**src/rtl/and_or_pkg.sv**
```systemverilog
// Shared types and constants for the selectable AND/OR unit.
package and_or_pkg;

   localparam int AND_OR_DEFAULT_WIDTH = 4;
   localparam int AND_OR_CNT_WIDTH     = 8;

   typedef enum logic [1:0] {
      OP_IDLE     = 2'b00,
      OP_AND      = 2'b01,
      OP_OR       = 2'b10,
      OP_CONFLICT = 2'b11
   } op_t;

endpackage

```
**src/rtl/and_or_unit_if.sv**
```systemverilog
// Operand/result bundle for and_or_unit; conflictCnt exists only when
// AND_OR_CONFLICT_CNT_EN is defined.
interface and_or_unit_if
   import and_or_pkg::*;
#(
   parameter int WIDTH = AND_OR_DEFAULT_WIDTH
);
   logic [WIDTH-1:0] aIn;
   logic [WIDTH-1:0] bIn;
   logic             doAnd;
   logic             doOr;
   logic             isAnd;
   logic [WIDTH-1:0] out;
   logic             opErr;
`ifdef AND_OR_CONFLICT_CNT_EN
   logic [AND_OR_CNT_WIDTH-1:0] conflictCnt;
`endif

   modport master (
      output aIn, bIn, doAnd, doOr,
`ifdef AND_OR_CONFLICT_CNT_EN
      input  conflictCnt,
`endif
      input  isAnd, out, opErr
   );

   modport slave (
      input  aIn, bIn, doAnd, doOr,
`ifdef AND_OR_CONFLICT_CNT_EN
      output conflictCnt,
`endif
      output isAnd, out, opErr
   );
endinterface

```
**src/rtl/and_or_opdec.sv**
```systemverilog
// Combinational decode of the two request strobes into an operation code.
module and_or_opdec
   import and_or_pkg::*;
(
   input  logic doAnd,
   input  logic doOr,
   output op_t  op
);

   always_comb begin
      op = OP_IDLE;
      case ({doAnd, doOr})
         2'b10:   op = OP_AND;
         2'b01:   op = OP_OR;
         2'b11:   op = OP_CONFLICT;
         default: op = OP_IDLE;
      endcase
   end

endmodule

```
**src/rtl/and_or_unit.sv**
```systemverilog
// Registered bitwise AND/OR unit with conflict flag. Optional saturating
// conflict counter under AND_OR_CONFLICT_CNT_EN.
module and_or_unit
   import and_or_pkg::*;
#(
   parameter int WIDTH = AND_OR_DEFAULT_WIDTH
)
(
   input logic         clk,
   input logic         rst,
   and_or_unit_if.slave bus
);

   op_t              op;
   logic [WIDTH-1:0] nxt_out;
   logic             nxt_is_and;
   logic             nxt_op_err;

   and_or_opdec u_opdec (
      .doAnd (bus.doAnd),
      .doOr  (bus.doOr),
      .op    (op)
   );

   // Idle and conflict both force a zero result; nothing is held over.
   always_comb begin
      nxt_out    = '0;
      nxt_is_and = 1'b0;
      nxt_op_err = 1'b0;
      case (op)
         OP_AND: begin
            nxt_out    = bus.aIn & bus.bIn;
            nxt_is_and = 1'b1;
         end
         OP_OR:       nxt_out    = bus.aIn | bus.bIn;
         OP_CONFLICT: nxt_op_err = 1'b1;
         default:     nxt_out    = '0;
      endcase
   end

   always_ff @(posedge clk or posedge rst) begin
      if (rst) begin
         bus.out   <= '0;
         bus.isAnd <= 1'b0;
         bus.opErr <= 1'b0;
      end else begin
         bus.out   <= nxt_out;
         bus.isAnd <= nxt_is_and;
         bus.opErr <= nxt_op_err;
      end
   end

`ifdef AND_OR_CONFLICT_CNT_EN
   always_ff @(posedge clk or posedge rst) begin
      if (rst) begin
         bus.conflictCnt <= '0;
      end else if (op == OP_CONFLICT && bus.conflictCnt != '1) begin
         bus.conflictCnt <= bus.conflictCnt + 1'b1;
      end
   end
`endif

endmodule

```
**src/flat_wrapper.sv**
```systemverilog
// flat-port wrapper written by rule: the top's interface ports become plain ports
module and_or_unit_flat import and_or_pkg::*;
#(
   parameter int WIDTH = AND_OR_DEFAULT_WIDTH
)
  (clk, rst, bus_aIn, bus_bIn, bus_doAnd, bus_doOr, bus_isAnd, bus_out, bus_opErr);
  and_or_unit_if #(.WIDTH(WIDTH)) bus_i ();
  input logic clk;
  input logic rst;
  input wire logic [$bits(bus_i.aIn)-1:0] bus_aIn;
  input wire logic [$bits(bus_i.bIn)-1:0] bus_bIn;
  input wire logic [$bits(bus_i.doAnd)-1:0] bus_doAnd;
  input wire logic [$bits(bus_i.doOr)-1:0] bus_doOr;
  output wire logic [$bits(bus_i.isAnd)-1:0] bus_isAnd;
  output wire logic [$bits(bus_i.out)-1:0] bus_out;
  output wire logic [$bits(bus_i.opErr)-1:0] bus_opErr;
  assign bus_i.aIn = bus_aIn;
  assign bus_i.bIn = bus_bIn;
  assign bus_i.doAnd = bus_doAnd;
  assign bus_i.doOr = bus_doOr;
  assign bus_isAnd = bus_i.isAnd;
  assign bus_out = bus_i.out;
  assign bus_opErr = bus_i.opErr;
  and_or_unit #(.WIDTH(WIDTH)) u_core (.clk(clk), .rst(rst), .bus(bus_i));
endmodule
```
**config.mk**
```make
export PLATFORM = sky130hd
export DESIGN_NAME = and_or_unit_flat
export DESIGN_NICKNAME = d
export VERILOG_FILES = /design/src/rtl/and_or_pkg.sv /design/src/rtl/and_or_unit_if.sv /design/src/rtl/and_or_opdec.sv /design/src/rtl/and_or_unit.sv /design/src/flat_wrapper.sv
export SDC_FILE = /design/constraint.sdc
export NUM_CORES = 1
export LEC_CHECK = 0
export CAP_MARGIN = 20
export CELL_PAD_IN_SITES_DETAIL_PLACEMENT = 0
export CELL_PAD_IN_SITES_GLOBAL_PLACEMENT = 1
export CORE_AREA = 2 2 39 41
export CTS_BUF_LIST = sky130_fd_sc_hd__clkbuf_8
export DETAILED_ROUTE_END_ITERATION = 10
export DIE_AREA = 0 0 41 43
export HOLD_SLACK_MARGIN = 0.08
export PLACE_DENSITY = 0.78
export SKIP_LAST_GASP = 1
export SYNTH_ARGS = -nofsm -noshare
export SYNTH_HDL_FRONTEND = slang
export SYNTH_SLANG_ARGS = --single-unit
```
**constraint.sdc**
```tcl
create_clock -name clk -period 0.8 [get_ports clk]
set_input_delay 0.12 -clock clk [delete_from_list [all_inputs] [get_ports clk]]
set_output_delay 0.12 -clock clk [all_outputs]
set_load 0.1 [all_outputs]
```
Yosys cells after proc, flatten, opt, wreduce, memory -nomap -nowiden
Cells that the tools add are included.
{ "totals": {"inputBits": 12, "out_inout_bits": 6, "ff_bits": 6} }
{ "op_classes": {"eq_ne": 6, "n_bitwise": 2, "muxes": 4} }
{ "ops": {"columns": ["cell", "count"], "rows": [
  ["2-bit equality test (second input constant)", 4],
  ["4-bit case mux with 2 select lines", 1],
  ["2-bit case mux with 3 select lines", 1],
  ["4-bit AND", 1],
  ["2-bit by 1-bit equality test with 1-bit output (second input constant)", 2],
  ["4-bit OR", 1],
  ["1-bit two-way mux", 2]
]} }

Longest topological paths before layout
Gate-level depths: netlist of run 1.
{ "logic_depth": {"depth_word": 4, "depth_mapped": 4} }

Hierarchy
A second synthesis of run 1 with hierarchy kept.
{ "unflattened": {"cells_unflattened": 26, "hier_area_um2": 266.5} }
{ "modules_own_cells": {"columns": ["module", "area_each_um2", "instances", "cells_per_inst"], "rows": [
  ["and_or_unit", 259.0, 1, 24],
  ["and_or_opdec", 7.5, 1, 2]
]} }

Worst setup path after synthesis of run 1
No wires, ideal clock.
{ "synth_path": {"path_type": "reg2out", "from": "register u_core.bus.isAnd", "to": "output port bus_isAnd", "slack_ps": -203, "t_required_ps": 680, "path_buffers": 0, "path_stages_with_launch": 1, "arrival_time_ps": 883, "cell_sequence": "dfrtp_1"} }
{ "synth_rtl": {"columns": ["element", "line", "text"], "rows": [
  ["start: declaration", "and_or_unit_if.sv:32", "output isAnd, out, opErr"],
  ["start signal: assignment", "and_or_unit.sv:48", "bus.isAnd <= nxt_is_and;"],
  ["end: declaration", "flat_wrapper.sv:14", "output wire logic [$bits(bus_i.isAnd)-1:0] bus_isAnd;"]
]} }
No word-level cell between the ends.

Worst setup path in the final report of run 1
{ "layout_path": {"from": "register u_core.bus.out[0]", "to": "output port bus_out[0]"} }
{ "layout_rtl": {"columns": ["element", "line", "text"], "rows": [
  ["start: declaration", "and_or_unit_if.sv:32", null],
  ["start signal: assignment", "and_or_unit.sv:47", "bus.out <= nxt_out;"],
  ["end: declaration", "flat_wrapper.sv:15", "output wire logic [$bits(bus_i.out)-1:0] bus_out;"]
]} }
No word-level cell between the ends.

==> results of run 1 <==
registers in the layout, summed over array words and instances, names as in the netlist:
signal            flops
u_core.bus.opErr      1
u_core.bus.isAnd      1
u_core.bus.out        4
through the flow:
step,TNS (ps),area [sq um]
2_1_floorplan,0,267
3_3_place_gp,-2080,517
3_5_place_dp,-2140,517
4_1_cts,-678,571
5_1_grt,-745,581
6_report,-638,581
metal layers:
metal | vias to the layer above | global-route usage | routed length (um)
met2 | 16 | 0.113 | 262
met5 | - | 0 | 0
met1 | 98 | 0.108 | 220
li1 | 123 | - | -
met3 | 2 | 0.0157 | 49
met4 | 0 | 0.100 | 17
cells in the mapped netlist (all sizes together):
cell   instances  area [sq um]
a21oi          4          20.0
o21ai          4          20.0
inv            3          11.3
ha             3          37.5
dfrtp          6           150
nand3          4          20.0
worst max-delay path by stage:
stage                                              to  cells past startpoint                        start
after floorplan                             bus_isAnd                      0   u_core.bus.isAnd$_DFF_PP0_
after global placement    u_core.bus.out[1]$_DFF_PP0_                      4                     bus_doOr
after detailed placement  u_core.bus.out[1]$_DFF_PP0_                      4                     bus_doOr
after CTS                                  bus_out[0]                      1  u_core.bus.out[0]$_DFF_PP0_
after global routing                       bus_out[0]                      1  u_core.bus.out[0]$_DFF_PP0_
final                                      bus_out[0]                      1  u_core.bus.out[0]$_DFF_PP0_
layout make-up:
class	count	area, sq um	area share
repair buffers	17	224	0.386
flip-flops and latches	6	158	0.272
multi-input cells	15	126	0.218
clock buffers	3	41.3	0.0711
well taps	16	20.0	0.0345
inverters	3	11.3	0.0194
what timing repair did:
action	in CTS	in global routing
setup endpoints to repair	11	10
pin swaps	0	2
resized for setup	4	6
logic make-up (layout without fill, tap and decap cells):
logic type,Yosys count,count (layout)
compound gates,8,8
fa+ha+maj,3,3
buf+inv,3,23
flops,6,6
simple gates,4,4
power breakdown:
| part | internal [W] | switching, W | total [W] |
|---|---|---|---|
| registers | 0.000326 | 0.0000135 | 0.000339 |
| logic | 0.000135 | 0.000182 | 0.000317 |
| clock network | 0.000322 | 0.000118 | 0.000440 |
==> impl_metrics.env, run 1 <==
export IMPL_setup_viol=6
export IMPL_netlist_area_sq_um=259
export IMPL_hp_class="primary input to async pin"
export IMPL_crit_type="register to output pin"
export IMPL_cts_setup_buffers=0
export IMPL_place_gp_congestion=0.763
export IMPL_start_util=0.187
export IMPL_post_route_util=0.420
export IMPL_antenna_cells=0
export IMPL_dr_pass1_iters=1
export IMPL_core_sq_um=1380
export IMPL_cp_cell_sequence="buf_12"
export IMPL_power_w=0.00110
export IMPL_routed_wl_um=549
export IMPL_cts_buffers=3
export IMPL_synth_nets=39
export IMPL_area_growth_syn_to_layout_pct=124
export IMPL_arrival_ps=790
export IMPL_hold_viol_final=0
export IMPL_crit_path_max_fanout=1
export IMPL_min_period_ps=911
export IMPL_max_slew_margin=0.867
export IMPL_crit_path_max_incr_delay_ps=400
export IMPL_clock_sinks=6
export IMPL_grt_max_degree=7
export IMPL_dp_worst_setup_slack_ps=-442
export IMPL_cp_start_kind="register"
export IMPL_fillers=129
export IMPL_final_max_slew_viol_count=0
export IMPL_ir_drop_v=0.000442
export IMPL_violations="negative setup slack"
export IMPL_die_height_um=43
export IMPL_grt_pass1_vias=233
export IMPL_fin_crit_sh=1.14
export IMPL_synthDistinctLibCells=6
export IMPL_avgRoutedWirePerCell_um=9.15
export IMPL_rsz0062_at_grt="yes"
export IMPL_worst_slew_pin_slew_ps=199
export IMPL_hpwl_um=441
export IMPL_instances_no_fill=60
export IMPL_pin_count=18
export IMPL_layout_common_cells="clkdlybuf4s50_1, buf_12, dfrtp_2, nand3_1"
export IMPL_ys_warnings_count=0
export IMPL_required_ps=680
export IMPL_antenna_left=0
export IMPL_cp_slowest_cell="dfrtp_2"
export IMPL_ys_seq_elements=6
export IMPL_synthMuxAreaShare=0
export IMPL_worst_path_buf_inv=1
export IMPL_synth_top_family_by_area="compound AO/OA/AOI/OAI gates"
export IMPL_holdBufCountCts=0
export IMPL_grt_usage=0.0879
export IMPL_layout_commonest_cell="clkdlybuf4s50_1"
export IMPL_synthAdderAreaFrac=0.145
export IMPL_die_area_sq_um=1760
export IMPL_grt_pass1_wl_um=986
export IMPL_power_leakage_nw=0.238
export IMPL_vias_per_cell=3.98
export IMPL_end_kind="output pin"
export IMPL_clock_fmax_mhz=1100
export IMPL_synth_area_per_cell_sq_um=10.8
export IMPL_cts_tree="done"
export IMPL_drc=0
export IMPL_worst_path_dominant_cell_family="flip-flops"
export IMPL_fp_dieW_um=41
export IMPL_ctsHtreeMaxLevel=1
export IMPL_drt_iter0_drc=0
export IMPL_antenna_found_initial=0
export IMPL_cts_root_buffer="clkbuf_8"
export IMPL_synth_compound_area_frac=0.155
export IMPL_ctsLongestPathBuffers=2
export IMPL_vias=239
export IMPL_synth_xor_area_frac=0
export IMPL_fin_hold_ws_ps=124
export IMPL_status="finished with violations"
export IMPL_grt_overflow=0
export IMPL_seq_area_frac_synth=0.580
export IMPL_finalWorstSetupSlack_ps=-111
export IMPL_syn_inst=24
export IMPL_pwr_density_cell_nw_per_um2=1890
export IMPL_rows=14
export IMPL_path_clk_slew_ps=30
export IMPL_synthSimpleGateAreaFrac=0.0773
export IMPL_num_nets_final=61
export IMPL_maxCapViolCount=0
export IMPL_numPlacedInstances=57
export IMPL_port_buffers=17
export IMPL_drive_above_1_share=0.455
Power figures use the tool's default switching activity.
==> run 2: changes to the inputs <==
--- a/config.mk
+++ b/config.mk
@@ -13,7 +13,7 @@
 export DETAILED_ROUTE_END_ITERATION = 10
 export DIE_AREA = 0 0 41 43
 export HOLD_SLACK_MARGIN = 0.08
-export PLACE_DENSITY = 0.78
+export PLACE_DENSITY_LB_ADDON = 0.1
 export SKIP_LAST_GASP = 1
 export SYNTH_ARGS = -nofsm -noshare
 export SYNTH_HDL_FRONTEND = slang
==> run 2 against run 1 <==
Effect of this change: the run still ends with negative setup slack left; combinational power barely moved; clock-buffer cell count unchanged; first-iteration DRC count is 1 higher; worst hold slack improved by 0.69 ps; largest power group unchanged.
==> impl_metrics.env, run 2 (same netlist as run 1, synthesis figures left out) <==
export IMPL_avgRoutedWirePerCell_um=9.90
export IMPL_cts_setup_buffers=0
export IMPL_hpwl_um=488
export IMPL_crit_start="u_core.bus.opErr$_DFF_PP0_"
export IMPL_status="finished with violations"
export IMPL_arrival_ps=790
export IMPL_vias=255
export IMPL_multi_input_area_sq_um=126
export IMPL_required_ps=680
export IMPL_vias_per_cell=4.25
export IMPL_area_growth_syn_to_layout_pct=124
export IMPL_grt_usage=0.0950
export IMPL_worst_path_buf_inv=1
export IMPL_rows=14
export IMPL_drc=0
export IMPL_maxCapViolCount=0
export IMPL_place_gp_congestion=0.686
export IMPL_cts_tree="done"
export IMPL_ctsHtreeMaxLevel=1
export IMPL_largest_register="u_core.bus.out"
export IMPL_start_util=0.187
export IMPL_grt_pass1_wl_um=986
export IMPL_layout_common_cells="clkdlybuf4s50_1, buf_12, dfrtp_2, nand3_1"
export IMPL_placed_area_sq_um=517
export IMPL_drt_iter0_drc=1
export IMPL_clock_sinks=6
export IMPL_pin_count=18
export IMPL_dr_pass1_iters=2
export IMPL_path_clk_slew_ps=30
export IMPL_fin_crit_sh=1.13
export IMPL_grt_pass1_vias=252
export IMPL_fp_dieW_um=41
export IMPL_die_area_sq_um=1760
export IMPL_fillers=132
export IMPL_final_max_slew_viol_count=0
export IMPL_worst_slew_pin_slew_ps=205
export IMPL_max_slew_margin=0.863
export IMPL_clock_fmax_mhz=1100
export IMPL_cp_cell_sequence="buf_12"
export IMPL_grt_overflow=0
export IMPL_dp_worst_setup_slack_ps=-467
export IMPL_regArea_sq_um=158
export IMPL_cts_root_buffer="clkbuf_8"
export IMPL_finalWorstSetupSlack_ps=-107
export IMPL_worst_path_dominant_cell_family="flip-flops"
export IMPL_end_kind="output pin"
export IMPL_violations="negative setup slack"
export IMPL_pwr_density_cell_nw_per_um2=1880
export IMPL_ctsLongestPathBuffers=2
export IMPL_cp_slowest_cell="dfrtp_2"
export IMPL_setup_viol=6
export IMPL_grt_max_degree=7
export IMPL_min_period_ps=907
export IMPL_rsz0062_at_grt="yes"
export IMPL_power_leakage_nw=0.237
export IMPL_core_sq_um=1380
export IMPL_antenna_left=0
export IMPL_crit_path_max_incr_delay_ps=400
export IMPL_largest_register_ffs=4
export IMPL_cp_start_kind="register"
export IMPL_reg_largest_list="u_core.bus.out (4), u_core.bus.isAnd (1), u_core.bus.opErr (1)"
export IMPL_hold_viol_final=0
export IMPL_cts_buffers=3
export IMPL_antenna_found_initial=0
export IMPL_drive_above_1_share=0.477
export IMPL_crit_type="register to output pin"
export IMPL_final_area_sq_um=581
export IMPL_antenna_cells=0
export IMPL_die_height_um=43
export IMPL_crit_path_max_fanout=1
export IMPL_port_buffers=17
export IMPL_ir_drop_v=0.000579
export IMPL_routed_wl_um=594
export IMPL_layout_commonest_cell="clkdlybuf4s50_1"
export IMPL_hp_class="primary input to async pin"
export IMPL_num_nets_final=61
==> run 2: changes by cell type in the layout (fill, tap and decap cells not counted) <==
| cell | previous run | this run |
|---|---|---|
| inv_1 | 2 | 1 |
| inv_2 | 1 | 2 |
==> run 2: per-layer routing <==
| metal | wire length, um | GRT usage | part of all wire |
|---|---|---|---|
| met4 | 19 | 0.140 | 0.032 |
| met2 | 313 | 0.128 | 0.53 |
| met3 | 46 | 0.0314 | 0.077 |
| met5 | 0 | 0 | 0 |
| met1 | 214 | 0.0855 | 0.36 |
==> run 2: worst max-delay path by stage <==
stage               slack (ps)  cells past startpoint                           to
floorplan                   30                      0                    bus_isAnd
global placement          -440                      4  u_core.bus.out[1]$_DFF_PP0_
detailed placement        -470                      4  u_core.bus.out[2]$_DFF_PP0_
CTS                       -120                      1                    bus_opErr
global route              -130                      1                   bus_out[0]
finish                    -110                      1                    bus_opErr
==> run 2: report_power, final <==
group          switching [W]  leakage (nW)  internal, W  total (W)
combinational       0.000184         0.144     0.000135   0.000319
clock               0.000112        0.0216     0.000322   0.000434
sequential         0.0000135        0.0710     0.000326   0.000339
==> run 2: area by class of cell <==
class / count / share of cell area
clock buffer: 3 / 0.0711
inverter: 3 / 0.0194
multi-input combinational: 15 / 0.218
sequential: 6 / 0.272
tap: 16 / 0.0345
timing repair buffer: 17 / 0.386
==> run 2: timing repair <==
| item | 4_1_cts | 5_1_grt |
|---|---|---|
| resized for setup | 4 | 7 |
| hold buffers | 0 | 0 |
| pin swaps | 0 | 1 |
| setup endpoints to repair | 11 | 10 |
==> run 2: metrics by stage <==
step,utilization,power (W),hold WS [ps],TNS (ps),instances
finish,0.420,0.00109,125,-627,60
CTS,0.412,0.00110,135,-673,60
floorplan,-,0.000494,-89.0,0,24
global placement,0.373,0.000644,344,-2090,57
global route,0.420,0.00115,158,-747,60
detailed placement,0.373,0.000648,361,-2240,57
